<file path="src/rtl/mbtrain_repair_ctrl_pkg.sv">
// Shared message codes and FSM state types for the MBTRAIN REPAIR-step controller.
package mbtrain_repair_ctrl_pkg;

  localparam int unsigned MSG_W_DEF = 4;

  localparam logic [3:0] MSG_NONE         = 4'd0;
  localparam logic [3:0] MSG_INIT_REQ     = 4'd1;
  localparam logic [3:0] MSG_INIT_RESP    = 4'd2;
  localparam logic [3:0] MSG_DEGRADE_REQ  = 4'd3;
  localparam logic [3:0] MSG_DEGRADE_RESP = 4'd4;
  localparam logic [3:0] MSG_END_REQ      = 4'd5;
  localparam logic [3:0] MSG_END_RESP     = 4'd6;

  typedef enum logic [3:0] {
    TxIdle,
    TxSInitReq,
    TxWInitResp,
    TxSDegReq,
    TxWDegResp,
    TxSEndReq,
    TxWEndResp,
    TxDone,
    TxErr
  } tx_state_e;

  typedef enum logic [3:0] {
    RxIdle,
    RxWInitReq,
    RxSInitResp,
    RxWDegReq,
    RxSDegResp,
    RxWEndReq,
    RxSEndResp,
    RxDone,
    RxErr
  } rx_state_e;

endpackage

</file>
<file path="src/rtl/mbtrain_repair_ctrl_sb_send_arbiter.sv">
// Sideband send arbiter: RX-priority single grant per cycle, busy-lock between sends,
// registered send strobe and message.
module mbtrain_repair_ctrl_sb_send_arbiter #(
  parameter int unsigned MSG_W = 4
) (
  input  logic             clk,
  input  logic             rst,
  input  logic             en,
  input  logic             tx_req,
  input  logic [MSG_W-1:0] tx_code,
  input  logic             rx_req,
  input  logic [MSG_W-1:0] rx_code,
  input  logic             busy_fall,
  output logic             tx_gnt,
  output logic             rx_gnt,
  output logic             valid,
  output logic [MSG_W-1:0] message
);

  logic lock_q;
  logic can_grant;

  // A falling busy edge in the same cycle unlocks immediately.
  assign can_grant = en && (!lock_q || busy_fall);
  assign rx_gnt    = can_grant && rx_req;
  assign tx_gnt    = can_grant && tx_req && !rx_req;

  always_ff @(posedge clk or posedge rst) begin
    if (rst) begin
      lock_q  <= 1'b0;
      valid   <= 1'b0;
      message <= '0;
    end else if (!en) begin
      lock_q  <= 1'b0;
      valid   <= 1'b0;
      message <= '0;
    end else begin
      valid <= rx_gnt || tx_gnt;
      if (rx_gnt) begin
        message <= rx_code;
      end else if (tx_gnt) begin
        message <= tx_code;
      end else begin
        message <= '0;
      end
      if (rx_gnt || tx_gnt) begin
        lock_q <= 1'b1;
      end else if (busy_fall) begin
        lock_q <= 1'b0;
      end
    end
  end

endmodule

</file>
<file path="src/rtl/mbtrain_repair_ctrl.sv">
// MBTRAIN REPAIR-step controller: TX advertises the local group mask, RX captures
// the partner mask, with per-wait timeout and shared sideband send arbitration.
module mbtrain_repair_ctrl
  import mbtrain_repair_ctrl_pkg::*;
#(
  parameter int unsigned N_GROUPS       = 2,
  parameter int unsigned MSG_W          = MSG_W_DEF,
  parameter int unsigned TIMEOUT_CYCLES = 8000
) (
  input  logic                clk,
  input  logic                rst,
  input  logic                i_en,
  input  logic [MSG_W-1:0]    i_sideband_message,
  input  logic [N_GROUPS-1:0] i_sideband_data_lanes_encoding,
  input  logic                i_rx_msg_valid,
  input  logic                i_falling_edge_busy,
  input  logic [N_GROUPS-1:0] i_lane_group_ok,
  output logic                o_valid,
  output logic [MSG_W-1:0]    o_sideband_message,
  output logic [N_GROUPS-1:0] o_sideband_data_lanes_encoding,
  output logic [N_GROUPS-1:0] o_remote_group_ok,
  output logic                o_test_ack,
  output logic                o_timeout_err
);

  localparam int unsigned TW = (TIMEOUT_CYCLES > 2) ? $clog2(TIMEOUT_CYCLES) : 1;
  localparam logic [TW-1:0] TLAST = TW'(TIMEOUT_CYCLES - 1);

  tx_state_e           tx_q;
  rx_state_e           rx_q;
  logic [TW-1:0]       tx_tmr_q, rx_tmr_q;
  logic [N_GROUPS-1:0] enc_q, remote_q;
  logic                ack_q, err_q;

  logic             tx_req, rx_req, tx_gnt, rx_gnt;
  logic             tx_wait, rx_wait, tx_hit, rx_hit, tx_to, rx_to, timeout;
  logic [3:0]       tx_send, rx_send, tx_exp, rx_exp;

  always_comb begin
    tx_req  = 1'b0;
    tx_wait = 1'b0;
    tx_send = MSG_NONE;
    tx_exp  = MSG_NONE;
    unique case (tx_q)
      TxSInitReq:  begin tx_req  = 1'b1; tx_send = MSG_INIT_REQ;     end
      TxWInitResp: begin tx_wait = 1'b1; tx_exp  = MSG_INIT_RESP;    end
      TxSDegReq:   begin tx_req  = 1'b1; tx_send = MSG_DEGRADE_REQ;  end
      TxWDegResp:  begin tx_wait = 1'b1; tx_exp  = MSG_DEGRADE_RESP; end
      TxSEndReq:   begin tx_req  = 1'b1; tx_send = MSG_END_REQ;      end
      TxWEndResp:  begin tx_wait = 1'b1; tx_exp  = MSG_END_RESP;     end
      default: ;
    endcase
  end

  always_comb begin
    rx_req  = 1'b0;
    rx_wait = 1'b0;
    rx_send = MSG_NONE;
    rx_exp  = MSG_NONE;
    unique case (rx_q)
      RxWInitReq:  begin rx_wait = 1'b1; rx_exp  = MSG_INIT_REQ;     end
      RxSInitResp: begin rx_req  = 1'b1; rx_send = MSG_INIT_RESP;    end
      RxWDegReq:   begin rx_wait = 1'b1; rx_exp  = MSG_DEGRADE_REQ;  end
      RxSDegResp:  begin rx_req  = 1'b1; rx_send = MSG_DEGRADE_RESP; end
      RxWEndReq:   begin rx_wait = 1'b1; rx_exp  = MSG_END_REQ;      end
      RxSEndResp:  begin rx_req  = 1'b1; rx_send = MSG_END_RESP;     end
      default: ;
    endcase
  end

  assign tx_hit  = tx_wait && i_rx_msg_valid && (i_sideband_message == MSG_W'(tx_exp));
  assign rx_hit  = rx_wait && i_rx_msg_valid && (i_sideband_message == MSG_W'(rx_exp));
  // A matching message in the final cycle still counts as a response.
  assign tx_to   = tx_wait && !tx_hit && (tx_tmr_q == TLAST);
  assign rx_to   = rx_wait && !rx_hit && (rx_tmr_q == TLAST);
  assign timeout = tx_to || rx_to;

  mbtrain_repair_ctrl_sb_send_arbiter #(
    .MSG_W(MSG_W)
  ) u_arb (
    .clk      (clk),
    .rst      (rst),
    .en       (i_en),
    .tx_req   (tx_req && !timeout),
    .tx_code  (MSG_W'(tx_send)),
    .rx_req   (rx_req && !timeout),
    .rx_code  (MSG_W'(rx_send)),
    .busy_fall(i_falling_edge_busy),
    .tx_gnt   (tx_gnt),
    .rx_gnt   (rx_gnt),
    .valid    (o_valid),
    .message  (o_sideband_message)
  );

  always_ff @(posedge clk or posedge rst) begin
    if (rst) begin
      tx_q     <= TxIdle;
      rx_q     <= RxIdle;
      tx_tmr_q <= '0;
      rx_tmr_q <= '0;
      enc_q    <= '0;
      remote_q <= '0;
      ack_q    <= 1'b0;
      err_q    <= 1'b0;
    end else if (!i_en) begin
      tx_q     <= TxIdle;
      rx_q     <= RxIdle;
      tx_tmr_q <= '0;
      rx_tmr_q <= '0;
      ack_q    <= 1'b0;
      err_q    <= 1'b0;
    end else if (timeout) begin
      tx_q     <= TxErr;
      rx_q     <= RxErr;
      tx_tmr_q <= '0;
      rx_tmr_q <= '0;
      ack_q    <= 1'b0;
      err_q    <= 1'b1;
    end else begin
      ack_q    <= (tx_q == TxDone) && (rx_q == RxDone);
      tx_tmr_q <= '0;
      rx_tmr_q <= '0;
      if (tx_wait && !tx_hit) tx_tmr_q <= tx_tmr_q + 1'b1;
      if (rx_wait && !rx_hit) rx_tmr_q <= rx_tmr_q + 1'b1;

      case (tx_q)
        TxIdle:      tx_q <= TxSInitReq;
        TxSInitReq:  if (tx_gnt) tx_q <= TxWInitResp;
        TxWInitResp: if (tx_hit) tx_q <= TxSDegReq;
        TxSDegReq:   if (tx_gnt) tx_q <= TxWDegResp;
        TxWDegResp:  if (tx_hit) tx_q <= TxSEndReq;
        TxSEndReq:   if (tx_gnt) tx_q <= TxWEndResp;
        TxWEndResp:  if (tx_hit) tx_q <= TxDone;
        default: ;
      endcase

      case (rx_q)
        RxIdle:      rx_q <= RxWInitReq;
        RxWInitReq:  if (rx_hit) rx_q <= RxSInitResp;
        RxSInitResp: if (rx_gnt) rx_q <= RxWDegReq;
        RxWDegReq:   if (rx_hit) rx_q <= RxSDegResp;
        RxSDegResp:  if (rx_gnt) rx_q <= RxWEndReq;
        RxWEndReq:   if (rx_hit) rx_q <= RxSEndResp;
        RxSEndResp:  if (rx_gnt) rx_q <= RxDone;
        default: ;
      endcase

      // An all-zero partner mask is captured like any other.
      if (rx_hit && (rx_q == RxWDegReq)) remote_q <= i_sideband_data_lanes_encoding;
      if (tx_gnt && (tx_q == TxSDegReq)) enc_q <= i_lane_group_ok;
    end
  end

  assign o_sideband_data_lanes_encoding = enc_q;
  assign o_remote_group_ok              = remote_q;
  assign o_test_ack                     = ack_q;
  assign o_timeout_err                  = err_q;

endmodule

</file>
<file path="config.mk">
export PLATFORM = sky130hd
export DESIGN_NAME = mbtrain_repair_ctrl
export DESIGN_NICKNAME = d
export VERILOG_FILES = /design/src/rtl/mbtrain_repair_ctrl_pkg.sv /design/src/rtl/mbtrain_repair_ctrl_sb_send_arbiter.sv /design/src/rtl/mbtrain_repair_ctrl.sv
export SDC_FILE = /design/constraint.sdc
export NUM_CORES = 1
export LEC_CHECK = 0
export CORE_MARGIN = 1.5
export CORE_UTILIZATION = 30
export DETAILED_ROUTE_END_ITERATION = 10
export GPL_ROUTABILITY_DRIVEN = 0
export PLACE_DENSITY = 0.46
export SYNTH_ARGS = -nofsm -noshare
export SYNTH_HDL_FRONTEND = slang
export SYNTH_SLANG_ARGS = --single-unit
</file>
<file path="constraint.sdc">
create_clock -name clk -period 2.5 [get_ports clk]
set_input_delay 0.5 -clock clk [delete_from_list [all_inputs] [get_ports clk]]
set_output_delay 0.5 -clock clk [all_outputs]
set_load 0.005 [all_outputs]
</file>
==> metrics.txt, run 1 <==
# TYPE chip_impl_metric gauge
chip_impl_info{name="critical_path.endpoint",value="u_arb.message[2]"} 1
chip_impl_metric{name="slowest_delay",unit="ns"} 0.71
chip_impl_metric{name="critical_path.max_fanout",unit=""} 4
chip_impl_metric{name="finish.net_count",unit=""} 274
chip_impl_metric{name="design.core.area",unit="mm²"} 0.00718
chip_impl_metric{name="cts.sinks",unit=""} 45
chip_impl_metric{name="netlist_area",unit="mm²"} 0.00221
chip_impl_metric{name="report.final.setup_viol",unit=""} 0
chip_impl_metric{name="layout.area.seq",unit="mm²"} 0.00113
chip_impl_metric{name="max-vdd-ir-drop",unit="mV"} 0.221
chip_impl_metric{name="detailedPlace.worstSlack",unit="ns"} -0.0444
chip_impl_metric{name="total_length_of_routed_wires",unit="µm"} 4500
chip_impl_info{name="grt_setup_unrepaired",value="false"} 1
chip_impl_metric{name="diodes",unit=""} 0
chip_impl_metric{name="grt_use_met1",unit="%"} 17.1
chip_impl_metric{name="grt_util_met3",unit="%"} 3.17
chip_impl_metric{name="synthDistinctLibCells",unit=""} 39
chip_impl_metric{name="synthesis.nets",unit=""} 240
chip_impl_metric{name="fillers",unit=""} 729
chip_impl_metric{name="worst_r2r_path_depth",unit=""} 7
chip_impl_metric{name="antenna_found_initial",unit=""} 0
chip_impl_metric{name="post-route-worst-setup-slack",unit="ns"} 0.292
chip_impl_metric{name="gr-usage-met2",unit="%"} 20.6
chip_impl_info{name="min-delay-path-class",value="reg2reg"} 1
chip_impl_metric{name="clock-skew-final",unit="ns"} 0.0115
chip_impl_metric{name="yosys_warnings",unit=""} 0
chip_impl_metric{name="avgRoutedWirePerCell",unit="µm"} 12.5
chip_impl_metric{name="grt_pass1_vias",unit=""} 1644
chip_impl_metric{name="die_width",unit="µm"} 88.9
chip_impl_metric{name="power_per_cell_area",unit="mW/mm²"} 574
chip_impl_metric{name="synthDominantCellAreaShare",unit="%"} 50.9
chip_impl_metric{name="htree_num_levels",unit=""} 2
chip_impl_metric{name="final-max-slew-violation-count",unit=""} 0
chip_impl_metric{name="die_area",unit="mm²"} 0.00790
chip_impl_metric{name="drcViolationCount",unit=""} 0
chip_impl_metric{name="postPlaceCellArea",unit="mm²"} 0.00263
chip_impl_metric{name="finalCriticalPeriod",unit="ns"} 2.21
chip_impl_metric{name="layout_cell_share_with_drive_strength_beyond_1",unit="%"} 13.1
chip_impl_metric{name="io_buffers",unit=""} 22
chip_impl_info{name="worstSetupPathType",value="in2reg"} 1
chip_impl_metric{name="multiInputGateArea",unit="mm²"} 0.00100
chip_impl_info{name="ctsRootBufferMaster",value="sky130_fd_sc_hd__clkbuf_8"} 1
chip_impl_metric{name="drtAntennaViolNets",unit=""} 0
chip_impl_metric{name="vias",unit=""} 1649
chip_impl_metric{name="placed_cells_incl_taps",unit=""} 351
chip_impl_metric{name="postSynthAreaPerCell",unit="µm²"} 9.83
chip_impl_metric{name="cts-root-to-sink-buffers",unit=""} 2
chip_impl_metric{name="pin_count",unit=""} 24
chip_impl_metric{name="ys_ff_latch",unit=""} 45
chip_impl_metric{name="crit_arrival",unit="ns"} 2.36
chip_impl_metric{name="reg2reg_slack",unit="ns"} 0.33
chip_impl_metric{name="finalSetupTns",unit="ns"} 0
chip_impl_metric{name="postLayoutCellArea",unit="mm²"} 0.00275
chip_impl_metric{name="leakage_power_summed_over_all_cells",unit="nW"} 1.12
chip_impl_metric{name="share_of_the_yosys_chip_area_belonging_to_registers",unit="%"} 50.9
chip_impl_info{name="reg2reg_to",value="u_arb.message[2]"} 1
chip_impl_metric{name="route.detailed.vias_per_inst",unit=""} 4.59
chip_impl_metric{name="syn2layout_area_growth",unit="%"} 24.2
chip_impl_metric{name="syn_inst",unit=""} 225
chip_impl_info{name="synth_top_cells_by_area",value="sky130_fd_sc_hd__dfrtp_1 51%, sky130_fd_sc_hd__nor2_1 7.1%, sky130_fd_sc_hd__xnor2_1 5.1%, sky130_fd_sc_hd__xor2_1 4.0%, sky130_fd_sc_hd__nand3_1 3.8%"} 1
chip_impl_metric{name="dp_hpwl",unit="µm"} 3300
chip_impl_info{name="worstSetupStartpointType",value="primary input"} 1
chip_impl_info{name="cts_tree",value="yes"} 1
chip_impl_metric{name="clkTransAtPathRegs",unit="ns"} 0.08
chip_impl_info{name="timing.rr.start",value="tx_tmr_q[6]"} 1
chip_impl_metric{name="final_min_period_over_clock_period",unit="%"} 88.3
chip_impl_info{name="critPathSlowestCell",value="sky130_fd_sc_hd__or4_2"} 1
chip_impl_metric{name="tightest_slew",unit="ns"} 0.513
chip_impl_info{name="result_of_the_run",value="completed"} 1
chip_impl_info{name="crit_chain",value="clkdlybuf4s50_1 > nand3b_1 > o21ai_0 > or4_2 > nand3_1 > buf_4 > o22ai_1"} 1
chip_impl_metric{name="gr-total-overflow",unit=""} 0
chip_impl_metric{name="synth_async_sr_flop_share",unit="%"} 100
chip_impl_metric{name="first_pass_grt_wire_length",unit="µm"} 7760
chip_impl_metric{name="maxSlewHeadroom",unit="%"} 65.6
chip_impl_metric{name="start_util",unit="%"} 30.8
chip_impl_metric{name="cts.repair_timing.setup_buffer_count",unit=""} 0
chip_impl_metric{name="rows",unit=""} 31
chip_impl_metric{name="first_pass_iters",unit=""} 4
chip_impl_info{name="worstSetupStartpoint",value="i_sideband_message[2]"} 1
chip_impl_metric{name="power",unit="W"} 0.00158
chip_impl_metric{name="first_iter_violations",unit=""} 53
chip_impl_info{name="synth_top_flop_cell",value="sky130_fd_sc_hd__dfrtp_1"} 1
chip_impl_metric{name="instances_no_fill",unit=""} 359
chip_impl_metric{name="post_cts_hold_fix_bufs",unit=""} 0
chip_impl_metric{name="grt.total_usage",unit="%"} 12.8
chip_impl_metric{name="die_y",unit="µm"} 88.9
chip_impl_metric{name="maxCapViolations",unit=""} 0
chip_impl_metric{name="synth_enable_flop_cells",unit=""} 0
chip_impl_info{name="grt_busiest_layer",value="met2"} 1
chip_impl_metric{name="worst_path_required_time",unit="ns"} 2.66
chip_impl_info{name="crit_path_end_kind",value="flip-flop"} 1
chip_impl_info{name="yosys.area.top_type",value="sky130_fd_sc_hd__dfrtp_1"} 1
chip_impl_metric{name="cts_resized",unit=""} 0
chip_impl_metric{name="worstSkewPairLatency",unit="ns"} 0.30
chip_impl_metric{name="timing.fmax",unit="GHz"} 0.453
chip_impl_metric{name="finalHoldViolations",unit=""} 0
chip_impl_metric{name="grt_max_degree",unit=""} 27
chip_impl_metric{name="cts_inserted_buffers",unit=""} 5
-- cell families (layout without fill, tap and decap cells) --
family	after synthesis	count (layout)	synth area share, %
multiplexers	4	4	2.04
flip-flops	45	45	50.9
AND/OR/NAND/NOR	112	112	25.3
adder cells (fa/ha/maj)	2	2	1.13
buffers and inverters	15	50	3.68
other	1	1	0.170
AO/OA/AOI/OAI	23	23	7.64
XOR/XNOR	23	23	9.11
-- through the flow --
stage / hold WS (ns) / utilization (%)
floorplan: 0.450 / -
global placement: 0.473 / 36.6
detailed placement: 0.471 / 36.6
CTS: 0.483 / 38.3
global route: 0.514 / 38.3
finish: 0.483 / 38.3
-- layout make-up --
class,count,area share (%)
clock buffers,6,3.01
clock inverters,2,1.37
inverters,6,0.820
multi-input cells,165,36.6
flip-flops and latches,45,41.0
well taps,99,4.51
repair buffers,36,12.8
-- synthesized netlist by cell type, types with 5 or more instances --
master	n
sky130_fd_sc_hd__xnor2_1	13
sky130_fd_sc_hd__nand4_1	5
sky130_fd_sc_hd__a21oi_1	7
sky130_fd_sc_hd__buf_2	5
sky130_fd_sc_hd__nor3_1	8
sky130_fd_sc_hd__inv_1	6
sky130_fd_sc_hd__xor2_1	10
sky130_fd_sc_hd__nand3_1	17
sky130_fd_sc_hd__dfrtp_1	45
sky130_fd_sc_hd__nand2_1	14
sky130_fd_sc_hd__nor2_1	42
-- how the worst min path moves through the flow --
stage	endpoint	startpoint	slack [ns]	cells after the start
global route	rx_tmr_q[0]	rx_tmr_q[0]	0.51	1
detailed placement	rx_tmr_q[0]	rx_tmr_q[0]	0.47	1
global placement	rx_tmr_q[0]	rx_tmr_q[0]	0.47	1
finish	rx_tmr_q[0]	rx_tmr_q[0]	0.48	1
floorplan	tx_tmr_q[0]	tx_tmr_q[0]	0.45	1
CTS	rx_tmr_q[0]	rx_tmr_q[0]	0.48	1
-- power breakdown --
part | internal, W | switching, W
logic | 0.000114 | 0.0000971
clock network | 0.000325 | 0.000251
registers | 0.000762 | 0.0000274
-- placed cells by master, fill, tap and decap left out, types with 3 or more instances in the layout --
cell type / synthesis / routed
sky130_fd_sc_hd__a21oi_1: 7 / 7
sky130_fd_sc_hd__and3_1: 3 / 3
sky130_fd_sc_hd__and4_1: 3 / 3
sky130_fd_sc_hd__buf_4: 1 / 12
sky130_fd_sc_hd__clkbuf_8: 0 / 6
sky130_fd_sc_hd__clkdlybuf4s50_1: 0 / 22
sky130_fd_sc_hd__dfrtp_1: 45 / 45
sky130_fd_sc_hd__inv_1: 6 / 5
sky130_fd_sc_hd__mux2_2: 4 / 4
sky130_fd_sc_hd__nand2_1: 14 / 14
sky130_fd_sc_hd__nand2b_1: 3 / 3
sky130_fd_sc_hd__nand3_1: 17 / 17
sky130_fd_sc_hd__nand3b_1: 4 / 4
sky130_fd_sc_hd__nand4_1: 5 / 5
sky130_fd_sc_hd__nor2_1: 42 / 42
sky130_fd_sc_hd__nor3_1: 8 / 8
sky130_fd_sc_hd__nor3b_1: 3 / 3
sky130_fd_sc_hd__nor4_1: 3 / 3
sky130_fd_sc_hd__o21a_1: 3 / 3
sky130_fd_sc_hd__xnor2_1: 13 / 13
sky130_fd_sc_hd__xor2_1: 10 / 10
-- critical path: cells and delay by family --
family	cells	cell delay, ns
AND/OR/NAND/NOR	3	1.00
buffers and inverters	2	0.66
AO/OA/AOI/OAI	2	0.21
-- registers in the layout, summed over array words and instances, names as in the netlist --
register and cells:
rx_tmr_q 13, tx_tmr_q 13, rx_q 4, tx_q 4, u_arb.message 3, o_remote_group_ok 2, o_sideband_data_lanes_encoding 2, o_test_ack 1
o_timeout_err 1, u_arb.lock_q 1, u_arb.valid 1
-- routing by layer --
layer	share of wire (%)	wire length (µm)
met1	50	2270
met2	46	2070
met3	3.0	133
met4	0.64	29
met5	0	0
Note: power is estimated with default switching activity, not from simulation.
==> run 2, diff against run 1 <==
--- a/config.mk
+++ b/config.mk
@@ -5,11 +5,13 @@
 export SDC_FILE = /design/constraint.sdc
 export NUM_CORES = 1
 export LEC_CHECK = 0
+export CAP_MARGIN = 40
 export CORE_MARGIN = 1.5
 export CORE_UTILIZATION = 30
 export DETAILED_ROUTE_END_ITERATION = 10
 export GPL_ROUTABILITY_DRIVEN = 0
 export PLACE_DENSITY = 0.46
+export SKIP_LAST_GASP = 1
 export SYNTH_ARGS = -nofsm -noshare
 export SYNTH_HDL_FRONTEND = slang
 export SYNTH_SLANG_ARGS = --single-unit
==> results of run 2 <==
No change in the layout: final DEF, timing and power equal those of run 1.
